`config.mk`:
```
export PLATFORM = sky130hd
export DESIGN_NAME = nes_rom_loader_flat
export DESIGN_NICKNAME = d
export VERILOG_FILES = /design/src/rtl/nes_loader_pkg.sv /design/src/rtl/nes_rom_loader_if.sv /design/src/rtl/ines_header_decode.sv /design/src/rtl/nes_rom_loader.sv /design/src/flat_wrapper.sv
export SDC_FILE = /design/constraint.sdc
export NUM_CORES = 1
export LEC_CHECK = 0
export CAP_MARGIN = 20
export CORE_MARGIN = 1
export CORE_UTILIZATION = 30
export CTS_BUF_LIST = sky130_fd_sc_hd__clkbuf_4 sky130_fd_sc_hd__clkbuf_8 sky130_fd_sc_hd__clkbuf_16
export CTS_CLUSTER_DIAMETER = 120
export DETAILED_ROUTE_END_ITERATION = 16
export PLACE_DENSITY_LB_ADDON = 0.08
export SYNTH_ARGS = -nofsm -noshare
export SYNTH_HDL_FRONTEND = slang
export SYNTH_SLANG_ARGS = --single-unit
```
`constraint.sdc`:
```
create_clock -name clk -period 5.91 [get_ports clk]
set_clock_uncertainty 0.2 [all_clocks]
set_input_delay 1.4775 -clock clk [delete_from_list [all_inputs] [get_ports clk]]
set_output_delay 1.4775 -clock clk [all_outputs]
set_load 0.05 [all_outputs]
```
`src/rtl/nes_loader_pkg.sv`:
```
// Shared definitions for the NES ROM loader.
// Contents:
//   state_t          loader FSM states
//   ERR_*            rejection codes reported on error_code
//   FLG_*            bit positions inside mapper_flags
//   PRG_PAGE/CHR_PAGE/TRN_BYTES  section granularities in bytes
//   size_bucket()    ceil-log2 bucket of a page count, saturating at 7
package nes_loader_pkg;

  typedef enum logic [2:0] {
    S_HDR  = 3'd0,
    S_TRN  = 3'd1,
    S_PRG  = 3'd2,
    S_CHR  = 3'd3,
    S_DONE = 3'd4,
    S_ERR  = 3'd5
  } state_t;

  localparam logic [2:0] ERR_NONE    = 3'd0;
  localparam logic [2:0] ERR_MAGIC   = 3'd1;
  localparam logic [2:0] ERR_EXPSIZE = 3'd2;
  localparam logic [2:0] ERR_PRG_OVF = 3'd3;
  localparam logic [2:0] ERR_CHR_OVF = 3'd4;
  localparam logic [2:0] ERR_NO_PRG  = 3'd5;

  // mapper_flags layout; bits [16:0] match the legacy iNES-only layout.
  localparam int FLG_MAPPER_LO   = 0;   // 8 bits
  localparam int FLG_PRG_SIZE    = 8;   // 3 bits
  localparam int FLG_CHR_SIZE    = 11;  // 3 bits
  localparam int FLG_MIRROR      = 14;
  localparam int FLG_CHR_RAM     = 15;
  localparam int FLG_FOUR_SCREEN = 16;
  localparam int FLG_TRAINER     = 17;
  localparam int FLG_BATTERY     = 18;
  localparam int FLG_NES20       = 19;
  localparam int FLG_MAPPER_HI   = 20;  // 4 bits
  localparam int FLG_SUBMAPPER   = 24;  // 4 bits

  localparam int PRG_PAGE  = 16384;
  localparam int CHR_PAGE  = 8192;
  localparam int TRN_BYTES = 512;

  function automatic logic [2:0] size_bucket(input logic [11:0] pages);
    logic [2:0] b;
    if      (pages <= 12'd1)  b = 3'd0;
    else if (pages <= 12'd2)  b = 3'd1;
    else if (pages <= 12'd4)  b = 3'd2;
    else if (pages <= 12'd8)  b = 3'd3;
    else if (pages <= 12'd16) b = 3'd4;
    else if (pages <= 12'd32) b = 3'd5;
    else if (pages <= 12'd64) b = 3'd6;
    else                      b = 3'd7;
    return b;
  endfunction

endpackage

```
`src/rtl/nes_rom_loader_if.sv`:
```
// Byte-stream input and cartridge-RAM write bus of the ROM loader.
// Signals:
//   in_data/in_valid/in_ready        image byte stream (source -> loader)
//   mem_addr/mem_data/mem_write      registered write port (loader -> arbiter)
//   mem_busy                         arbiter back-pressure (arbiter -> loader)
// Handshake: a byte transfers on a rising clk edge where in_valid && in_ready
// are both high; in_data must be stable while in_valid is high. mem_write is a
// single-cycle strobe that is never withdrawn once issued; mem_busy high means
// the arbiter cannot take a write in the next cycle, so the loader drops
// in_ready in its data states.
// Modports: slave = loader side, master = source/arbiter side.
interface nes_rom_loader_if #(
  parameter int ADDR_W = 22
) ();
  logic [7:0]        in_data;
  logic              in_valid;
  logic              in_ready;
  logic [ADDR_W-1:0] mem_addr;
  logic [7:0]        mem_data;
  logic              mem_write;
  logic              mem_busy;

  modport slave (
    input  in_data, in_valid, mem_busy,
    output in_ready, mem_addr, mem_data, mem_write
  );

  modport master (
    output in_data, in_valid, mem_busy,
    input  in_ready, mem_addr, mem_data, mem_write
  );
endinterface

```
`src/rtl/ines_header_decode.sv`:
```
// Combinational decode of a 16-byte iNES 1.0 / NES 2.0 header.
// Ports:
//   i_hdr        16 header bytes, i_hdr[0] is the first byte of the file
//   o_flags      mapper_flags word
//   o_prg_bytes  PRG section length in bytes
//   o_chr_bytes  CHR section length in bytes (0 means CHR RAM)
//   o_trainer    a 512-byte trainer precedes PRG
//   o_err_code   rejection reason, ERR_NONE when the header is accepted
module ines_header_decode
  import nes_loader_pkg::*;
#(
  parameter int PRG_MAX_LOG2 = 21,
  parameter int CHR_MAX_LOG2 = 20
) (
  input  logic [15:0][7:0] i_hdr,
  output logic [31:0]      o_flags,
  output logic [25:0]      o_prg_bytes,
  output logic [25:0]      o_chr_bytes,
  output logic             o_trainer,
  output logic [2:0]       o_err_code
);

  localparam logic [25:0] PRG_LIMIT = 26'd1 << PRG_MAX_LOG2;
  localparam logic [25:0] CHR_LIMIT = 26'd1 << CHR_MAX_LOG2;

  logic        w_nes20;
  logic        w_dirty;
  logic        w_magic_ok;
  logic [11:0] w_prg_pages;
  logic [11:0] w_chr_pages;
  logic [11:0] w_mapper;
  logic [3:0]  w_submapper;
  logic        w_unused_bits;

  // Header byte 7 bits [1:0] (console type) are not used by this loader.
  assign w_unused_bits = ^i_hdr[7][1:0];

  always_comb begin
    w_magic_ok = (i_hdr[0] == 8'h4E) && (i_hdr[1] == 8'h45) &&
                 (i_hdr[2] == 8'h53) && (i_hdr[3] == 8'h1A);
    w_nes20    = (i_hdr[7][3:2] == 2'b10);
    // Old dumpers left junk in bytes 8-15; such headers get only a 4-bit mapper.
    w_dirty    = !w_nes20 && (|{i_hdr[15], i_hdr[14], i_hdr[13], i_hdr[12],
                                i_hdr[11], i_hdr[10], i_hdr[9],  i_hdr[8]});

    w_prg_pages = w_nes20 ? {i_hdr[9][3:0], i_hdr[4]} : {4'b0, i_hdr[4]};
    w_chr_pages = w_nes20 ? {i_hdr[9][7:4], i_hdr[5]} : {4'b0, i_hdr[5]};

    if (w_nes20)      w_mapper = {i_hdr[8][3:0], i_hdr[7][7:4], i_hdr[6][7:4]};
    else if (w_dirty) w_mapper = {8'h00, i_hdr[6][7:4]};
    else              w_mapper = {4'h0, i_hdr[7][7:4], i_hdr[6][7:4]};
    w_submapper = w_nes20 ? i_hdr[8][7:4] : 4'h0;

    o_prg_bytes = 26'(w_prg_pages) * 26'(PRG_PAGE);
    o_chr_bytes = 26'(w_chr_pages) * 26'(CHR_PAGE);
    o_trainer   = i_hdr[6][2];

    // Ordered: the first failing check determines the code.
    if (!w_magic_ok)
      o_err_code = ERR_MAGIC;
    else if (w_nes20 && (i_hdr[9][3:0] == 4'hF || i_hdr[9][7:4] == 4'hF))
      o_err_code = ERR_EXPSIZE;
    else if (w_prg_pages == 12'd0)
      o_err_code = ERR_NO_PRG;
    else if (o_prg_bytes > PRG_LIMIT)
      o_err_code = ERR_PRG_OVF;
    else if (o_chr_bytes > CHR_LIMIT)
      o_err_code = ERR_CHR_OVF;
    else
      o_err_code = ERR_NONE;

    o_flags = '0;
    o_flags[FLG_MAPPER_LO +: 8] = w_mapper[7:0];
    o_flags[FLG_PRG_SIZE +: 3]  = size_bucket(w_prg_pages);
    o_flags[FLG_CHR_SIZE +: 3]  = size_bucket(w_chr_pages);
    o_flags[FLG_MIRROR]         = i_hdr[6][0];
    o_flags[FLG_CHR_RAM]        = (w_chr_pages == 12'd0);
    o_flags[FLG_FOUR_SCREEN]    = i_hdr[6][3];
    o_flags[FLG_TRAINER]        = i_hdr[6][2];
    o_flags[FLG_BATTERY]        = i_hdr[6][1];
    o_flags[FLG_NES20]          = w_nes20;
    o_flags[FLG_MAPPER_HI +: 4] = w_mapper[11:8];
    o_flags[FLG_SUBMAPPER +: 4] = w_submapper;
  end

endmodule

```
`src/rtl/nes_rom_loader.sv`:
```
// Streams an iNES / NES 2.0 image into cartridge RAM and publishes the
// decoded mapper flags.
// Ports:
//   clk, reset_n   system clock, asynchronous active-low reset
//   restart        synchronous pulse: abort and wait for a new header
//   bus            byte stream in, write port out (nes_rom_loader_if.slave)
//   mapper_flags   decoded header, valid from the cycle after the last header byte
//   done           image fully written (sticky until reset/restart)
//   error          image rejected (sticky until reset/restart)
//   error_code     rejection reason
//   dbg_state      current FSM state
module nes_rom_loader
  import nes_loader_pkg::*;
#(
  parameter int                ADDR_W       = 22,
  parameter logic [ADDR_W-1:0] PRG_BASE     = '0,
  parameter logic [ADDR_W-1:0] CHR_BASE     = ADDR_W'(22'h200000),
  parameter logic [ADDR_W-1:0] TRN_BASE     = ADDR_W'(22'h3FFE00),
  parameter int                PRG_MAX_LOG2 = 21,
  parameter int                CHR_MAX_LOG2 = 20
) (
  input  logic                    clk,
  input  logic                    reset_n,
  input  logic                    restart,
  nes_rom_loader_if.slave         bus,
  output logic [31:0]             mapper_flags,
  output logic                    done,
  output logic                    error,
  output logic [2:0]              error_code,
  output state_t                  dbg_state
);

  state_t            r_state;
  logic [3:0]        r_hdr_cnt;
  logic [14:0][7:0]  r_hdr;
  logic [25:0]       r_remain;
  logic [ADDR_W-1:0] r_ptr;
  logic [25:0]       r_prg_bytes;
  logic [25:0]       r_chr_bytes;
  logic [31:0]       r_flags;
  logic              r_mem_write;
  logic [ADDR_W-1:0] r_mem_addr;
  logic [7:0]        r_mem_data;
  logic              r_done;
  logic              r_error;
  logic [2:0]        r_error_code;

  logic              w_in_ready;
  logic              w_accept;
  logic [15:0][7:0]  w_hdr;
  logic [31:0]       w_dec_flags;
  logic [25:0]       w_dec_prg_bytes;
  logic [25:0]       w_dec_chr_bytes;
  logic              w_dec_trainer;
  logic [2:0]        w_dec_err;

  // The decoder sees the incoming byte as header byte 15 so the header can be
  // judged in the same cycle that byte is accepted.
  assign w_hdr = {bus.in_data, r_hdr};

  ines_header_decode #(
    .PRG_MAX_LOG2 (PRG_MAX_LOG2),
    .CHR_MAX_LOG2 (CHR_MAX_LOG2)
  ) u_decode (
    .i_hdr       (w_hdr),
    .o_flags     (w_dec_flags),
    .o_prg_bytes (w_dec_prg_bytes),
    .o_chr_bytes (w_dec_chr_bytes),
    .o_trainer   (w_dec_trainer),
    .o_err_code  (w_dec_err)
  );

  // Header and terminal states always drain; data states follow the arbiter.
  always_comb begin
    case (r_state)
      S_TRN, S_PRG, S_CHR: w_in_ready = !bus.mem_busy;
      default:             w_in_ready = 1'b1;
    endcase
  end

  assign w_accept = bus.in_valid && w_in_ready;

  always_ff @(posedge clk or negedge reset_n) begin
    if (!reset_n) begin
      r_state      <= S_HDR;
      r_hdr_cnt    <= '0;
      r_hdr        <= '0;
      r_remain     <= '0;
      r_ptr        <= '0;
      r_prg_bytes  <= '0;
      r_chr_bytes  <= '0;
      r_flags      <= '0;
      r_mem_write  <= 1'b0;
      r_mem_addr   <= '0;
      r_mem_data   <= '0;
      r_done       <= 1'b0;
      r_error      <= 1'b0;
      r_error_code <= ERR_NONE;
    end else if (restart) begin
      // Overrides any byte accepted in this same cycle.
      r_state      <= S_HDR;
      r_hdr_cnt    <= '0;
      r_hdr        <= '0;
      r_remain     <= '0;
      r_ptr        <= '0;
      r_prg_bytes  <= '0;
      r_chr_bytes  <= '0;
      r_flags      <= '0;
      r_mem_write  <= 1'b0;
      r_mem_addr   <= '0;
      r_mem_data   <= '0;
      r_done       <= 1'b0;
      r_error      <= 1'b0;
      r_error_code <= ERR_NONE;
    end else begin
      r_mem_write <= 1'b0;
      case (r_state)
        S_HDR: begin
          if (w_accept) begin
            if (r_hdr_cnt == 4'd15) begin
              r_hdr_cnt   <= '0;
              r_flags     <= w_dec_flags;
              r_prg_bytes <= w_dec_prg_bytes;
              r_chr_bytes <= w_dec_chr_bytes;
              if (w_dec_err != ERR_NONE) begin
                r_state      <= S_ERR;
                r_error      <= 1'b1;
                r_error_code <= w_dec_err;
              end else if (w_dec_trainer) begin
                r_state  <= S_TRN;
                r_remain <= 26'(TRN_BYTES);
                r_ptr    <= TRN_BASE;
              end else begin
                r_state  <= S_PRG;
                r_remain <= w_dec_prg_bytes;
                r_ptr    <= PRG_BASE;
              end
            end else begin
              r_hdr[r_hdr_cnt] <= bus.in_data;
              r_hdr_cnt        <= r_hdr_cnt + 4'd1;
            end
          end
        end

        S_TRN, S_PRG, S_CHR: begin
          if (w_accept) begin
            r_mem_write <= 1'b1;
            r_mem_addr  <= r_ptr;
            r_mem_data  <= bus.in_data;
            if (r_remain == 26'd1) begin
              // Last byte of the section: move on in the same cycle.
              case (r_state)
                S_TRN: begin
                  r_state  <= S_PRG;
                  r_remain <= r_prg_bytes;
                  r_ptr    <= PRG_BASE;
                end
                S_PRG: begin
                  if (r_chr_bytes != 26'd0) begin
                    r_state  <= S_CHR;
                    r_remain <= r_chr_bytes;
                    r_ptr    <= CHR_BASE;
                  end else begin
                    r_state  <= S_DONE;
                    r_remain <= '0;
                  end
                end
                default: begin
                  r_state  <= S_DONE;
                  r_remain <= '0;
                end
              endcase
            end else begin
              r_ptr    <= r_ptr + ADDR_W'(1);
              r_remain <= r_remain - 26'd1;
            end
          end
        end

        // Entered together with the final strobe, so done follows it by one cycle.
        S_DONE: r_done <= 1'b1;

        S_ERR: ;

        default: r_state <= S_HDR;
      endcase
    end
  end

  assign bus.in_ready  = w_in_ready;
  assign bus.mem_write = r_mem_write;
  assign bus.mem_addr  = r_mem_addr;
  assign bus.mem_data  = r_mem_data;
  assign mapper_flags  = r_flags;
  assign done          = r_done;
  assign error         = r_error;
  assign error_code    = r_error_code;
  assign dbg_state     = r_state;

endmodule

```
`src/flat_wrapper.sv`:
```
// flat-port wrapper written by rule: the top's interface ports become plain ports
module nes_rom_loader_flat import nes_loader_pkg::*;
#(
  parameter int                ADDR_W       = 22,
  parameter logic [ADDR_W-1:0] PRG_BASE     = '0,
  parameter logic [ADDR_W-1:0] CHR_BASE     = ADDR_W'(22'h200000),
  parameter logic [ADDR_W-1:0] TRN_BASE     = ADDR_W'(22'h3FFE00),
  parameter int                PRG_MAX_LOG2 = 21,
  parameter int                CHR_MAX_LOG2 = 20
)
  (clk, reset_n, restart, mapper_flags, done, error, error_code, dbg_state, bus_in_data, bus_in_valid, bus_mem_busy, bus_in_ready, bus_mem_addr, bus_mem_data, bus_mem_write);
  nes_rom_loader_if #(.ADDR_W(ADDR_W)) bus_i ();
  input  logic clk;
  input  logic reset_n;
  input  logic restart;
  output logic [31:0] mapper_flags;
  output logic done;
  output logic error;
  output logic [2:0] error_code;
  output state_t dbg_state;
  input wire logic [$bits(bus_i.in_data)-1:0] bus_in_data;
  input wire logic [$bits(bus_i.in_valid)-1:0] bus_in_valid;
  input wire logic [$bits(bus_i.mem_busy)-1:0] bus_mem_busy;
  output wire logic [$bits(bus_i.in_ready)-1:0] bus_in_ready;
  output wire logic [$bits(bus_i.mem_addr)-1:0] bus_mem_addr;
  output wire logic [$bits(bus_i.mem_data)-1:0] bus_mem_data;
  output wire logic [$bits(bus_i.mem_write)-1:0] bus_mem_write;
  assign bus_i.in_data = bus_in_data;
  assign bus_i.in_valid = bus_in_valid;
  assign bus_i.mem_busy = bus_mem_busy;
  assign bus_in_ready = bus_i.in_ready;
  assign bus_mem_addr = bus_i.mem_addr;
  assign bus_mem_data = bus_i.mem_data;
  assign bus_mem_write = bus_i.mem_write;
  nes_rom_loader #(.ADDR_W(ADDR_W), .PRG_BASE(PRG_BASE), .CHR_BASE(CHR_BASE), .TRN_BASE(TRN_BASE), .PRG_MAX_LOG2(PRG_MAX_LOG2), .CHR_MAX_LOG2(CHR_MAX_LOG2)) u_core (.clk(clk), .reset_n(reset_n), .restart(restart), .bus(bus_i), .mapper_flags(mapper_flags), .done(done), .error(error), .error_code(error_code), .dbg_state(dbg_state));
endmodule
```
* After elaboration in Yosys (flattened, before gate mapping) *
Index checks and enable logic that the tools add are counted.

storage, ports and cells
  register bits = 295
  input port bits = 13
  output and inout port bits = 72
  word-level logic and storage cells = 204

cells by class
  $add $sub $neg = 3
  $lt $le $gt $ge = 18
  equal/unequal tests = 23
  mux-type cells = 99
  reduce and logical (&&, ||, !) cells = 33

operators with widths
  operator                                                         count
  2-to-1 mux 120 bit                                               4
  2-to-1 mux 26 bit                                                16
  2-to-1 mux 22 bit                                                11
  2-to-1 mux 32 bit                                                4
  bitwise mux 120 bit                                              1
  case mux 26 bit (2 select lines)                                 2
  case mux 22 bit (2 select lines)                                 2
  2-to-1 mux 3 bit                                                 25
  OR reduction 64 bit                                              1
  2-to-1 mux 8 bit                                                 5
  2-to-1 mux 12 bit                                                3
  demux 8 bit (select 4 bit)                                       1
  == test 26 x 1 -> 1 bit, second input constant                   1
  > comparator 26 x 22 -> 1 bit, second input constant             1
  nonzero test 26 bit                                              1
  subtractor 26 x 1 -> 26 bit, second input constant               1
  > comparator 25 x 21 -> 1 bit, second input constant             1
  == test 8 x 7 -> 1 bit, second input constant                    3
  less-or-equal comparator 12 x 1 -> 1 bit, second input constant  2
  less-or-equal comparator 12 x 2 -> 1 bit, second input constant  2
  less-or-equal comparator 12 x 3 -> 1 bit, second input constant  2
  less-or-equal comparator 12 x 4 -> 1 bit, second input constant  2
  less-or-equal comparator 12 x 5 -> 1 bit, second input constant  2
  less-or-equal comparator 12 x 6 -> 1 bit, second input constant  2
  other kinds (35)                                                 81

* Depth between registers and ports, before layout *
  depth after elaboration = 14
  gate-level depth with buffers = 11

* Hierarchy *
A second synthesis with hierarchy kept.

second synthesis, totals
  cell total of the unflattened synthesis = 1,666
  area, all modules = 14,976.9 µm²

modules (own cells, without submodules)
  module              times used  cells an instance  area an instance (µm²)  sequential area each (µm²)
  nes_rom_loader      1           1,492              13,798.2                7,382.1
  ines_header_decode  1           174                1,178.6                 0.0

* Worst setup path before layout *
No wires, ideal clock.

  path type = in2out
  from = in bus_mem_busy
  to = out bus_in_ready
  data arrival time = 1.819 ns
  data required time = 4.233 ns
  setup slack = 2.413 ns
  cell stages on the path = 1
  buffers on the path = 0
  cells stage by stage = nand2_1

on the way
  word-level cells in the longest chain between the ends = 2

RTL lines
  what              RTL line              RTL
  from (decl)       flat_wrapper.sv:23    input wire logic [$bits(bus_i.mem_busy)-1:0] bus_mem_busy;
  zero test 1 bit   nes_rom_loader.sv:76  S_TRN, S_PRG, S_CHR: w_in_ready = !bus.mem_busy;
  2-to-1 mux 1 bit  nes_rom_loader.sv:75  case (r_state)
  to (decl)         flat_wrapper.sv:24    output wire logic [$bits(bus_i.in_ready)-1:0] bus_in_ready;

No other way between the ends.

* Final worst setup path *
Same ends and word-level chain as after synthesis.

==> results.md <==
Status
• completed — run status

Worst setup path
• 2 — maximum fanout encountered on the critical timing path
• primary output — Critical Path End Type
• 2.04 ns — register-to-register path setup slack
• 7 — depth of the worst register-to-register path
• 2.78 ns — data arrival time at the worst-slack endpoint
• 4.23 ns — Req. time, crit path
• input pin — Startpoint Class
• bus_in_ready — capture point of the worst path
• u_core.r_ptr[18] — critical register-to-register path endpoint
• u_core.r_hdr_cnt[0] — launching point of the worst reg2reg path
• bus_mem_busy — start point of the critical path
• input pin to primary output — classification of the worst setup path

Yosys
• 0 — total number of yosys warnings
• 52.2% — sequential-to-total area share from yosys stat
• 0 — number of synthesized flops with an enable pin
• 1301 — number of cells produced by synthesis
• dfrtp_1 — Synth Flop Type
• 100% — post-synthesis async set-or-reset flop share
• 9.61 µm² — syn avg cell area
• 12500 µm² — mapped cell area
• 261 — number of register bits inferred by synthesis
• 69 — number of unique standard cell types used by synthesis

Power
• 0.233 mV — VDD IR-drop max
• 5.85 mW — final total power
• 389 nW/µm² — areal power density over the cells
• 6.29 nW — leakage power figure

STA
• 75.5% — fraction of the cycle the final worst path needs
• 1.06 ns — Worst Max-Slew Pin Slew
• 0 — Fin. Hold Viols
• 0 ns — Setup TNS Final
• 29.3% — max_slew headroom
• false — unrepaired setup endpoints after global routing
• 4.46 ns — final critical-path required period
• 1.45 ns — post-route setup slack
• 0.224 GHz — Max Freq
• 0 — number of pins with negative max-slew slack in the final report
• 0 — final number of setup-violating endpoints

Cells and area
• 1358 — final layout net count
• 8.36% — fraction of layout instances using a drive strength above 1
• 36.7% — share of the core filled with cells
• 1895 — final std cells w/o fill
• 0 — n_diodes
• 20.3% — Area growth syn-to-layout
• 4167 — Fill cells

CTS
• clkbuf_16 — cell chosen for the clock root
• 261 — Sink Count
• 0.06 ns — post-CTS clock slew at the launch and capture registers of the worst setup and hold paths
• 31 — Inserted Clock Buffers
• 0 — number of post-CTS setup repair buffers
• 0 — post-CTS sizing
• 3 — Max clock buf depth
• 0.59 ns — clock latency on the worst-skew pair
• 1 — depth of the CTS H-tree
• yes — TritonCTS clock tree
• 0 — Post-CTS Hold Fix Bufs

Place
• 80 — count of buffers inserted at the top-level ports
• 1836 — cell total after placement
• 0.779 — placer's final routability congestion estimate
• 1.38 ns — minimum setup slack after placement
• 24.8 mm — half-perimeter wire length of the detailed placement result

Global route
• 18.8% — combined global-route utilization of all metal layers
• met2 — global-route layer with the greatest usage
• 31.6% — met2 Use GR
• 10629 — via count of the first global-routing pass
• 62.9 mm — global-route wire length before repair
• 2.55% — Global Route met3 Usage
• 25.2% — met1 track utilization from global routing
• 0 — grt ovf
• 0 — number of antenna violations at the first check in global routing
• 95 — maximum number of pins on one net before global-route repair

Drt
• 20.6 µm — WL/cell
• 5.36 — via density per instance
• 0 — number of DRC violations after detailed routing
• 729 — 1st-iter DRT viols
• 10155 — Vias
• 39.0 mm — wirelength, routed
• 0 — antenna-violating nets left
• 5 — first-pass iteration count of the detailed router

Die
• 40900 µm² — Core Region
• 85 — Top-Level Pins
• 42500 µm² — die area
• 206 µm — die span in y
• 74 — num rows
• 206 µm — Die Wd
• 30.6% — Initial Utilization

Worst hold path
• flip-flop to flip-flop — type of the worst min-delay path

Flow run
• 0 — max-capacitance violation count

-- cell usage in the layout (no fill, tap or decap), types with 11 or more instances in the layout --
cell type,Yosys,routed
a211oi_1,11,11
inv_1,11,11
mux2i_1,34,34
and3_1,11,11
a31oi_1,12,11
buf_4,4,31
nor3_1,35,34
a22o_1,85,85
o31ai_1,28,28
clkbuf_16,0,31
clkbuf_8,0,12
nand2_1,140,140
dfrtp_1,261,261
a22oi_1,11,11
nor4_1,29,29
nor2_1,89,87
or4_1,14,14
a21oi_1,118,116
o21ai_0,46,46
nand3_1,110,110
clkdlybuf4s50_1,0,78
-- through the flow --
step           hold slack, ns  cell area, µm²
2_1_floorplan           0.250           12500
3_3_place_gp            0.261           13800
3_5_place_dp            0.265           13800
4_1_cts                 0.279           15000
5_1_grt                 0.302           15000
6_report                0.275           15000
-- worst max-delay path: stages --
cell             delay [ns]
clkdlybuf4s50_1        0.42
nand2_1                0.08
clkdlybuf4s50_1        0.80
-- registers in the layout, summed over array words and instances (netlist names), 8 cells and up --
register,cells
u_core.r_hdr,118
u_core.mapper_flags,28
u_core.r_remain,26
u_core.bus.mem_addr,22
u_core.r_ptr,22
u_core.r_chr_bytes,12
u_core.r_prg_bytes,12
u_core.bus.mem_data,8
-- how the worst min path moves through the flow --
stage / start / to / slack (ns) / depth (start not counted)
2_1_floorplan: u_core.r_prg_bytes[17] / u_core.r_prg_bytes[17] / 0.25 / 2
3_3_place_gp: u_core.mapper_flags[19] / u_core.mapper_flags[19] / 0.26 / 1
3_5_place_dp: u_core.mapper_flags[19] / u_core.mapper_flags[19] / 0.27 / 1
4_1_cts: u_core.mapper_flags[19] / u_core.mapper_flags[19] / 0.28 / 1
5_1_grt: u_core.mapper_flags[19] / u_core.mapper_flags[19] / 0.30 / 1
6_report: u_core.mapper_flags[19] / u_core.mapper_flags[19] / 0.27 / 1
-- layout make-up --
type                       instances  area, µm²  area share, %
sequential                       261       6530           43.4
multi-input combinational        921       5560           37.0
timing repair buffer             112       1080           7.16
clock buffer                      47        971           6.46
tap                              532        666           4.43
clock inverter                    11        195           1.30
inverter                          11       41.3          0.275
-- logic make-up after synthesis --
family                   count (synthesis)  synth area share [%]
multiplexers                            35                  2.81
adder cells (fa/ha/maj)                  7                 0.700
flip-flops                             261                  52.2
AO/OA/AOI/OAI                          371                  20.2
buffers and inverters                  122                  3.90
XOR/XNOR                                 6                 0.420
other                                    1                0.0300
AND/OR/NAND/NOR                        498                  19.7
-- synth_stat cells (8+ instances only) --
cell | n | area [µm²]
nor3_1 | 35 | 175
nor2b_1 | 9 | 56.3
nand3_1 | 110 | 551
nor4_1 | 29 | 181
mux2i_1 | 34 | 340
nand4_1 | 10 | 62.6
or4_1 | 14 | 105
and3_1 | 11 | 68.8
inv_1 | 11 | 41.3
a211oi_1 | 11 | 82.6
o21ai_0 | 46 | 230
a21oi_1 | 118 | 591
o31ai_1 | 28 | 210
dfrtp_1 | 261 | 6530
clkbuf_1 | 97 | 364
or3_1 | 10 | 62.6
nor2_1 | 89 | 334
a22o_1 | 85 | 744
a31oi_1 | 12 | 75.1
a22oi_1 | 11 | 82.6
nand2_1 | 140 | 526
o211ai_1 | 8 | 60.1
-- routing by layer --
layer	vias up	share of wire (%)	wire, µm
met5	-	0	0
met4	0	2.7	1050
met3	61	3.3	1270
met2	163	48	18900
met1	5056	46	17800
li1	4875	-	-
-- where the power goes --
group          internal (mW)  switching [mW]
logic                  0.514            1.08
clock network           1.35           0.799
registers               1.92           0.183
total                   3.78            2.07
Note: power is estimated with default switching activity, not from simulation.
